**src/rtl/mem_access_pkg.sv**
```systemverilog
// Shared types and constants for the MEM stage: op codes, FSM states, bus request.
package mem_access_pkg;

  localparam int XLEN    = 64;
  localparam int REG_AW  = 5;
  localparam int CTRL_W  = 5;
  localparam logic [CTRL_W-1:0] CTRL_STATE_DEFAULT = '0;

  typedef enum logic [3:0] {
    MEM_OP_NONE = 4'd0,
    MEM_OP_LB   = 4'd1,
    MEM_OP_LH   = 4'd2,
    MEM_OP_LW   = 4'd3,
    MEM_OP_LD   = 4'd4,
    MEM_OP_LBU  = 4'd5,
    MEM_OP_LHU  = 4'd6,
    MEM_OP_LWU  = 4'd7,
    MEM_OP_SB   = 4'd8,
    MEM_OP_SH   = 4'd9,
    MEM_OP_SW   = 4'd10,
    MEM_OP_SD   = 4'd11
  } mem_op_e;

  typedef enum logic [1:0] {
    MEM_ST_IDLE = 2'd0,
    MEM_ST_REQ  = 2'd1,
    MEM_ST_WAIT = 2'd2,
    MEM_ST_DONE = 2'd3
  } mem_st_e;

  typedef struct packed {
    logic            we;
    logic [XLEN-1:0] addr;
    logic [XLEN-1:0] wdata;
    logic [7:0]      wstrb;
  } dmem_req_t;

  function automatic logic is_load(input mem_op_e op);
    return op inside {MEM_OP_LB, MEM_OP_LH, MEM_OP_LW, MEM_OP_LD,
                      MEM_OP_LBU, MEM_OP_LHU, MEM_OP_LWU};
  endfunction

  function automatic logic is_store(input mem_op_e op);
    return op inside {MEM_OP_SB, MEM_OP_SH, MEM_OP_SW, MEM_OP_SD};
  endfunction

  // Strobes are shifted within 8 bits, so a misaligned access simply loses the top lanes.
  function automatic logic [7:0] store_strb(input mem_op_e op, input logic [2:0] a);
    case (op)
      MEM_OP_SB: return 8'h01 << a;
      MEM_OP_SH: return 8'h03 << a;
      MEM_OP_SW: return 8'h0F << a;
      MEM_OP_SD: return 8'hFF;
      default:   return 8'h00;
    endcase
  endfunction

  function automatic logic is_misaligned(input mem_op_e op, input logic [2:0] a);
    case (op)
      MEM_OP_LH, MEM_OP_LHU, MEM_OP_SH: return a[0];
      MEM_OP_LW, MEM_OP_LWU, MEM_OP_SW: return a[1:0] != 2'b00;
      MEM_OP_LD, MEM_OP_SD:             return a != 3'b000;
      default:                          return 1'b0;
    endcase
  endfunction

endpackage

```
**src/rtl/mem_access_load_extract.sv**
```systemverilog
// Combinational load formatter: pick the addressed bytes and sign/zero-extend by op.
module mem_access_load_extract
  import mem_access_pkg::*;
(
  input  logic [XLEN-1:0] rdata_i,
  input  logic [2:0]      off_i,
  input  mem_op_e         op_i,
  output logic [XLEN-1:0] data_o
);

  logic [XLEN-1:0] sh;

  always_comb begin
    // Right shift fills with zeros: misaligned lanes past bit 63 read as 0.
    sh = rdata_i >> {off_i, 3'b000};
    case (op_i)
      MEM_OP_LB:  data_o = {{56{sh[7]}},  sh[7:0]};
      MEM_OP_LBU: data_o = {56'd0,        sh[7:0]};
      MEM_OP_LH:  data_o = {{48{sh[15]}}, sh[15:0]};
      MEM_OP_LHU: data_o = {48'd0,        sh[15:0]};
      MEM_OP_LW:  data_o = {{32{sh[31]}}, sh[31:0]};
      MEM_OP_LWU: data_o = {32'd0,        sh[31:0]};
      default:    data_o = sh;
    endcase
  end

endmodule

```
**src/rtl/mem_access.sv**
```systemverilog
// MEM stage: ALU pass-through, or a req/gnt/rvalid data-memory access with stall.
// Define MEM_MISALIGN_CHECK_EN to fault misaligned H/W/D accesses instead of issuing them.
module mem_access
  import mem_access_pkg::*;
#(
  parameter int TIMEOUT_CYCLES = 256
)(
  input  logic              clk,
  input  logic              rst,
  input  logic [REG_AW-1:0] rd_addr_i,
  input  logic              wreg_i,
  input  logic [XLEN-1:0]   wdata_i,
  input  logic [3:0]        mem_op_i,
  input  logic [XLEN-1:0]   mem_addr_i,
  input  logic [XLEN-1:0]   store_data_i,
  input  logic [CTRL_W-1:0] ctrl_signal_i,
  output logic              dmem_req_o,
  output logic              dmem_we_o,
  output logic [XLEN-1:0]   dmem_addr_o,
  output logic [XLEN-1:0]   dmem_wdata_o,
  output logic [7:0]        dmem_wstrb_o,
  input  logic              dmem_gnt_i,
  input  logic              dmem_rvalid_i,
  input  logic [XLEN-1:0]   dmem_rdata_i,
  output logic [REG_AW-1:0] rd_addr_o,
  output logic              wreg_o,
  output logic [XLEN-1:0]   wdata_o,
  output logic              stallreq_o,
  output logic              bus_err_o
);

  localparam int CNT_W = $clog2(TIMEOUT_CYCLES);
  localparam logic [CNT_W-1:0] CNT_LAST = CNT_W'(TIMEOUT_CYCLES - 1);

  mem_st_e         state_q, state_d;
  logic [CNT_W-1:0] cnt_q, cnt_d;
  logic [XLEN-1:0] result_q, result_d;
  logic            err_q, err_d;
  logic            bus_err_q, bus_err_d;
  dmem_req_t       req_q, req_d;
  logic [2:0]      off_q, off_d;
  mem_op_e         op_q, op_d;

  mem_op_e         op_in;
  logic [2:0]      a_in;
  logic            mem_in, misalign;
  dmem_req_t       new_req, bus_req;
  logic [XLEN-1:0] ld_val;

  always_comb begin
    op_in         = mem_op_e'(mem_op_i);
    a_in          = mem_addr_i[2:0];
    mem_in        = is_load(op_in) || is_store(op_in);
    new_req.we    = is_store(op_in);
    new_req.addr  = {mem_addr_i[XLEN-1:3], 3'b000};
    new_req.wdata = store_data_i << {a_in, 3'b000};
    new_req.wstrb = store_strb(op_in, a_in);
`ifdef MEM_MISALIGN_CHECK_EN
    misalign      = is_misaligned(op_in, a_in);
`else
    misalign      = 1'b0;
`endif
  end

  mem_access_load_extract u_ld (
    .rdata_i (dmem_rdata_i),
    .off_i   (off_q),
    .op_i    (op_q),
    .data_o  (ld_val)
  );

  always_comb begin
    state_d   = state_q;
    cnt_d     = cnt_q;
    result_d  = result_q;
    err_d     = err_q;
    bus_err_d = 1'b0;
    req_d     = req_q;
    off_d     = off_q;
    op_d      = op_q;
    case (state_q)
      MEM_ST_IDLE: if (mem_in) begin
        req_d    = new_req;
        off_d    = a_in;
        op_d     = op_in;
        err_d    = 1'b0;
        result_d = '0;
        cnt_d    = '0;
        if (misalign) begin
          err_d     = 1'b1;
          bus_err_d = 1'b1;
          state_d   = MEM_ST_DONE;
        end else if (dmem_gnt_i) begin
          state_d = new_req.we ? MEM_ST_DONE : MEM_ST_WAIT;
        end else begin
          state_d = MEM_ST_REQ;
        end
      end
      MEM_ST_REQ: if (dmem_gnt_i) begin
        cnt_d   = '0;
        state_d = req_q.we ? MEM_ST_DONE : MEM_ST_WAIT;
      end
      MEM_ST_WAIT: begin
        if (dmem_rvalid_i) begin
          result_d = ld_val;
          state_d  = MEM_ST_DONE;
        end else if (cnt_q == CNT_LAST) begin
          result_d  = '0;
          err_d     = 1'b1;
          bus_err_d = 1'b1;
          state_d   = MEM_ST_DONE;
        end else begin
          cnt_d = cnt_q + 1'b1;
        end
      end
      MEM_ST_DONE: if (ctrl_signal_i == CTRL_STATE_DEFAULT) state_d = MEM_ST_IDLE;
      default: state_d = MEM_ST_IDLE;
    endcase
  end

  always_ff @(posedge clk or negedge rst) begin
    if (!rst) begin
      state_q   <= MEM_ST_IDLE;
      cnt_q     <= '0;
      result_q  <= '0;
      err_q     <= 1'b0;
      bus_err_q <= 1'b0;
      req_q     <= '0;
      off_q     <= '0;
      op_q      <= MEM_OP_NONE;
    end else begin
      state_q   <= state_d;
      cnt_q     <= cnt_d;
      result_q  <= result_d;
      err_q     <= err_d;
      bus_err_q <= bus_err_d;
      req_q     <= req_d;
      off_q     <= off_d;
      op_q      <= op_d;
    end
  end

  // Outputs are qualified by rst so nothing leaks from the live inputs during reset.
  always_comb begin
    bus_req      = (state_q == MEM_ST_IDLE) ? new_req : req_q;
    dmem_req_o   = rst && (((state_q == MEM_ST_IDLE) && mem_in && !misalign) ||
                           (state_q == MEM_ST_REQ));
    dmem_we_o    = dmem_req_o && bus_req.we;
    dmem_addr_o  = dmem_req_o ? bus_req.addr  : '0;
    dmem_wdata_o = dmem_req_o ? bus_req.wdata : '0;
    dmem_wstrb_o = dmem_req_o ? bus_req.wstrb : '0;
    rd_addr_o    = '0;
    wreg_o       = 1'b0;
    wdata_o      = '0;
    stallreq_o   = 1'b0;
    bus_err_o    = rst && bus_err_q;
    if (rst) begin
      case (state_q)
        MEM_ST_IDLE: begin
          if (mem_in) begin
            stallreq_o = 1'b1;
          end else begin
            rd_addr_o = rd_addr_i;
            wreg_o    = wreg_i;
            wdata_o   = wdata_i;
          end
        end
        MEM_ST_REQ, MEM_ST_WAIT: stallreq_o = 1'b1;
        MEM_ST_DONE: begin
          rd_addr_o = rd_addr_i;
          wreg_o    = wreg_i && !req_q.we && !err_q;
          wdata_o   = req_q.we ? wdata_i : result_q;
        end
        default: ;
      endcase
    end
  end

endmodule

```
**config.mk**
```make
export PLATFORM = sky130hd
export DESIGN_NAME = mem_access
export DESIGN_NICKNAME = d
export VERILOG_FILES = /design/src/rtl/mem_access_pkg.sv /design/src/rtl/mem_access_load_extract.sv /design/src/rtl/mem_access.sv
export SDC_FILE = /design/constraint.sdc
export NUM_CORES = 1
export LEC_CHECK = 0
export CORE_MARGIN = 2
export CORE_UTILIZATION = 34
export DETAILED_ROUTE_END_ITERATION = 8
export MAX_ROUTING_LAYER = met4
export SYNTH_ARGS = -nofsm -noshare
export SYNTH_HDL_FRONTEND = slang
export SYNTH_SLANG_ARGS = --single-unit
```
**constraint.sdc**
```tcl
create_clock -name clk -period 3.55 [get_ports clk]
set_input_delay 0.5325 -clock clk [delete_from_list [all_inputs] [get_ports clk]]
set_output_delay 0.5325 -clock clk [all_outputs]
set_load 0.05 [all_outputs]
```
==> impl_metrics.ini <==
[outcome]
status = completed

[route]
drt_first_pass_iters = 5
via_count = 15900
viasPerCell = 5.43
drtIter0Drc = 1162
wl_um = 60400
wl_per_cell_um = 20.6
ant_nets = 0
drc = 0

[worst_setup_path]
cp_slowest_stage_delay_ps = 660
crit_path_start_kind = input pin
critPathKind = in -> out
path_buf_inv = 3
critPathSlowestCell = or4_1
required_ps = 3020
crit_fanout = 49
path_cells = clkdlybuf4s50_1 > or4_1 > a21oi_2 > or2_2 > buf_12 > nand2_1 > a21oi_1 > buf_12
cpMostUsedCell = buf_12
cp_top_family = simple AND/OR/NAND/NOR gates
cp.arrival_ps = 2910
end_kind = primary output

[finish]
drive_gt1_frac = 0.164
nNetsFinal = 2599
mostFrequentLayoutCells = nand2_1 (457), clkdlybuf4s50_1 (270), dfrtp_1 (215), o21ai_0 (196), nor2_1 (193)
nFillCells = 4237
area_growth_pct = 45.3
final_area_mm2 = 0.0220
mostFrequentLayoutCell = nand2_1

[floorplan]
start_util = 0.343
ioPinCount = 485
die_w_um = 215
die_area_mm2 = 0.0462
die_h_um = 215
std_cell_rows = 77
core_area_mm2 = 0.0440

[synth]
syn_area_mm2 = 0.0151
async_reset_ff_frac = 1.00
syn_inst = 1914
syn-mean-instance-area_um2 = 7.90
synthFlopType = dfrtp_1
ys_ff_latch = 217
yosys_warnings = 0
synth_cell_type_count = 57
synth_edf_count = 0
ys_seq_area_frac = 0.359

[placement]
post-place-ws_ps = 121
port_buffers = 481
place_area_mm2 = 0.0210
routabilityCongestion = 0.942
dp_hpwl_um = 44400

[cts]
path_clk_slew_ps = 60
cts_buffers = 27
post_cts_resize_count = 0
root_buffer = clkbuf_16
cts_tree = yes
h-tree-depth = 1
clkLatencyLatePin_ps = 550
clockBufferDepth = 3
cts.sinks = 217

[sta]
fin_crit_sh = 0.970
slew_headroom = 0.332
clock_skew_ps = 9.35
slew_violations = 0
post-route-min-period_ps = 3450
whs_ps = 339
setup_viol = 0
worstMarginPinSlew_ps = 1000
hold_viol_final = 0
rsz0062_at_grt = yes
setup_ws_ps = 105
tns_ps = 0
max_freq_ghz = 0.290

[job]
drv_cap = 0

[global_routing]
gr-usage-all-layers = 0.262
grt_pass1_wl_um = 93200
antenna_found_initial = 1
grt-ovfl-total = 0
grt_start_max_net_pins = 93
first_global_vias = 15600

[power_and_ir_drop]
power.total_w = 0.0178
p_per_area_mw_per_mm2 = 810
power.leakage_nw = 9.63
ir_drop_mv = 0.618

[hold_path]
hold_path_class = in -> reg
## cell type report
class                   instances  area, um^2  area share
multi-input cells            1518        8980       0.409
diodes                          1        2.50    0.000114
well taps                     592         741      0.0337
inverters                      14        52.6     0.00239
repair buffers                541        5770       0.263
flip-flops and latches        217        5430       0.247
clock inverters                13         221      0.0101
clock buffers                  37         773      0.0352
## logic make-up after synthesis
logic type      count (synthesis)  synth area share
compound gates                505             0.197
mux                           216             0.170
other cells                     1          0.000248
buf+inv                       181            0.0514
flops                         217             0.359
fa+ha+maj                       5           0.00414
xor+xnor                        6           0.00348
simple gates                  783             0.215
## Yosys cell counts, types with 5 or more instances
cell,count,share of area
nand2_1,457,0.11
dfrtp_1,217,0.36
o21ai_0,196,0.065
nor2_1,193,0.048
mux2i_1,173,0.11
a21oi_1,149,0.049
clkbuf_1,92,0.023
a211oi_1,66,0.033
buf_2,48,0.016
nor3_1,36,0.012
nor2b_1,34,0.014
mux4_2,31,0.046
o31ai_1,23,0.011
nand3_1,21,0.0070
a2bb2oi_1,17,0.0098
buf_1,17,0.0042
a31oi_1,12,0.0050
mux2_2,12,0.0089
inv_1,11,0.0027
buf_4,10,0.0050
a221o_1,7,0.0046
a22oi_1,7,0.0035
nand2b_1,7,0.0029
o22ai_1,7,0.0029
xnor2_1,6,0.0035
and3_1,5,0.0021
ha_1,5,0.0041
## power by group
| group | internal [W] | switching, W |
|---|---|---|
| clock network | 0.00195 | 0.00115 |
| logic | 0.00374 | 0.00668 |
| registers | 0.00350 | 0.000776 |
## stage by stage
stage | cells | utilization
finish | 2933 | 0.499
global route | 2933 | 0.499
CTS | 2931 | 0.499
detailed placement | 2880 | 0.476
global placement | 2880 | 0.476
floorplan | 1916 | -
## timing repair
action / 4_1_cts / 5_1_grt
hold endpoints to repair: 7 / 0
endpoints found under the setup margin: 0 / 34
setup buffers: 0 / 1
hold buffers: 1 / 0
## flip-flops by register name, indices dropped and copies added, names as in the netlist
| signal | count |
|---|---|
| op_q | 4 |
| state_q | 2 |
| result_q | 64 |
| req_q | 134 |
| cnt_q | 8 |
| err_q | 1 |
| off_q | 3 |
| bus_err_q | 1 |
## metal layers
| layer | vias up | routed length (um) | track usage | part of all wire |
|---|---|---|---|---|
| met5 | - | 0 | - | 0 |
| met4 | 0 | 2240 | 0.0847 | 0.037 |
| met3 | 92 | 4950 | 0.0617 | 0.082 |
| met2 | 691 | 28000 | 0.418 | 0.46 |
| met1 | 7652 | 25200 | 0.328 | 0.42 |
| li1 | 7500 | - | - | - |
## final timing paths
kind,to,slack [ps],depth (start not counted),from
max in group asynchronous,req_q[82]$_DFFE_PN0P_,1370,4,rst
min in group asynchronous,req_q[7]$_DFFE_PN0P_,380,2,rst
worst max register to register,result_q[62]$_DFFE_PN0P_,950,6,off_q[0]$_DFFE_PN0P_
worst min register to register,req_q[89]$_DFFE_PN0P_,470,2,req_q[89]$_DFFE_PN0P_
worst min-delay path,req_q[30]$_DFFE_PN0P_,340,2,mem_addr_i[2]
worst max-delay path,wdata_o[27],100,8,mem_op_i[1]
Power figures use the tool's default switching activity.
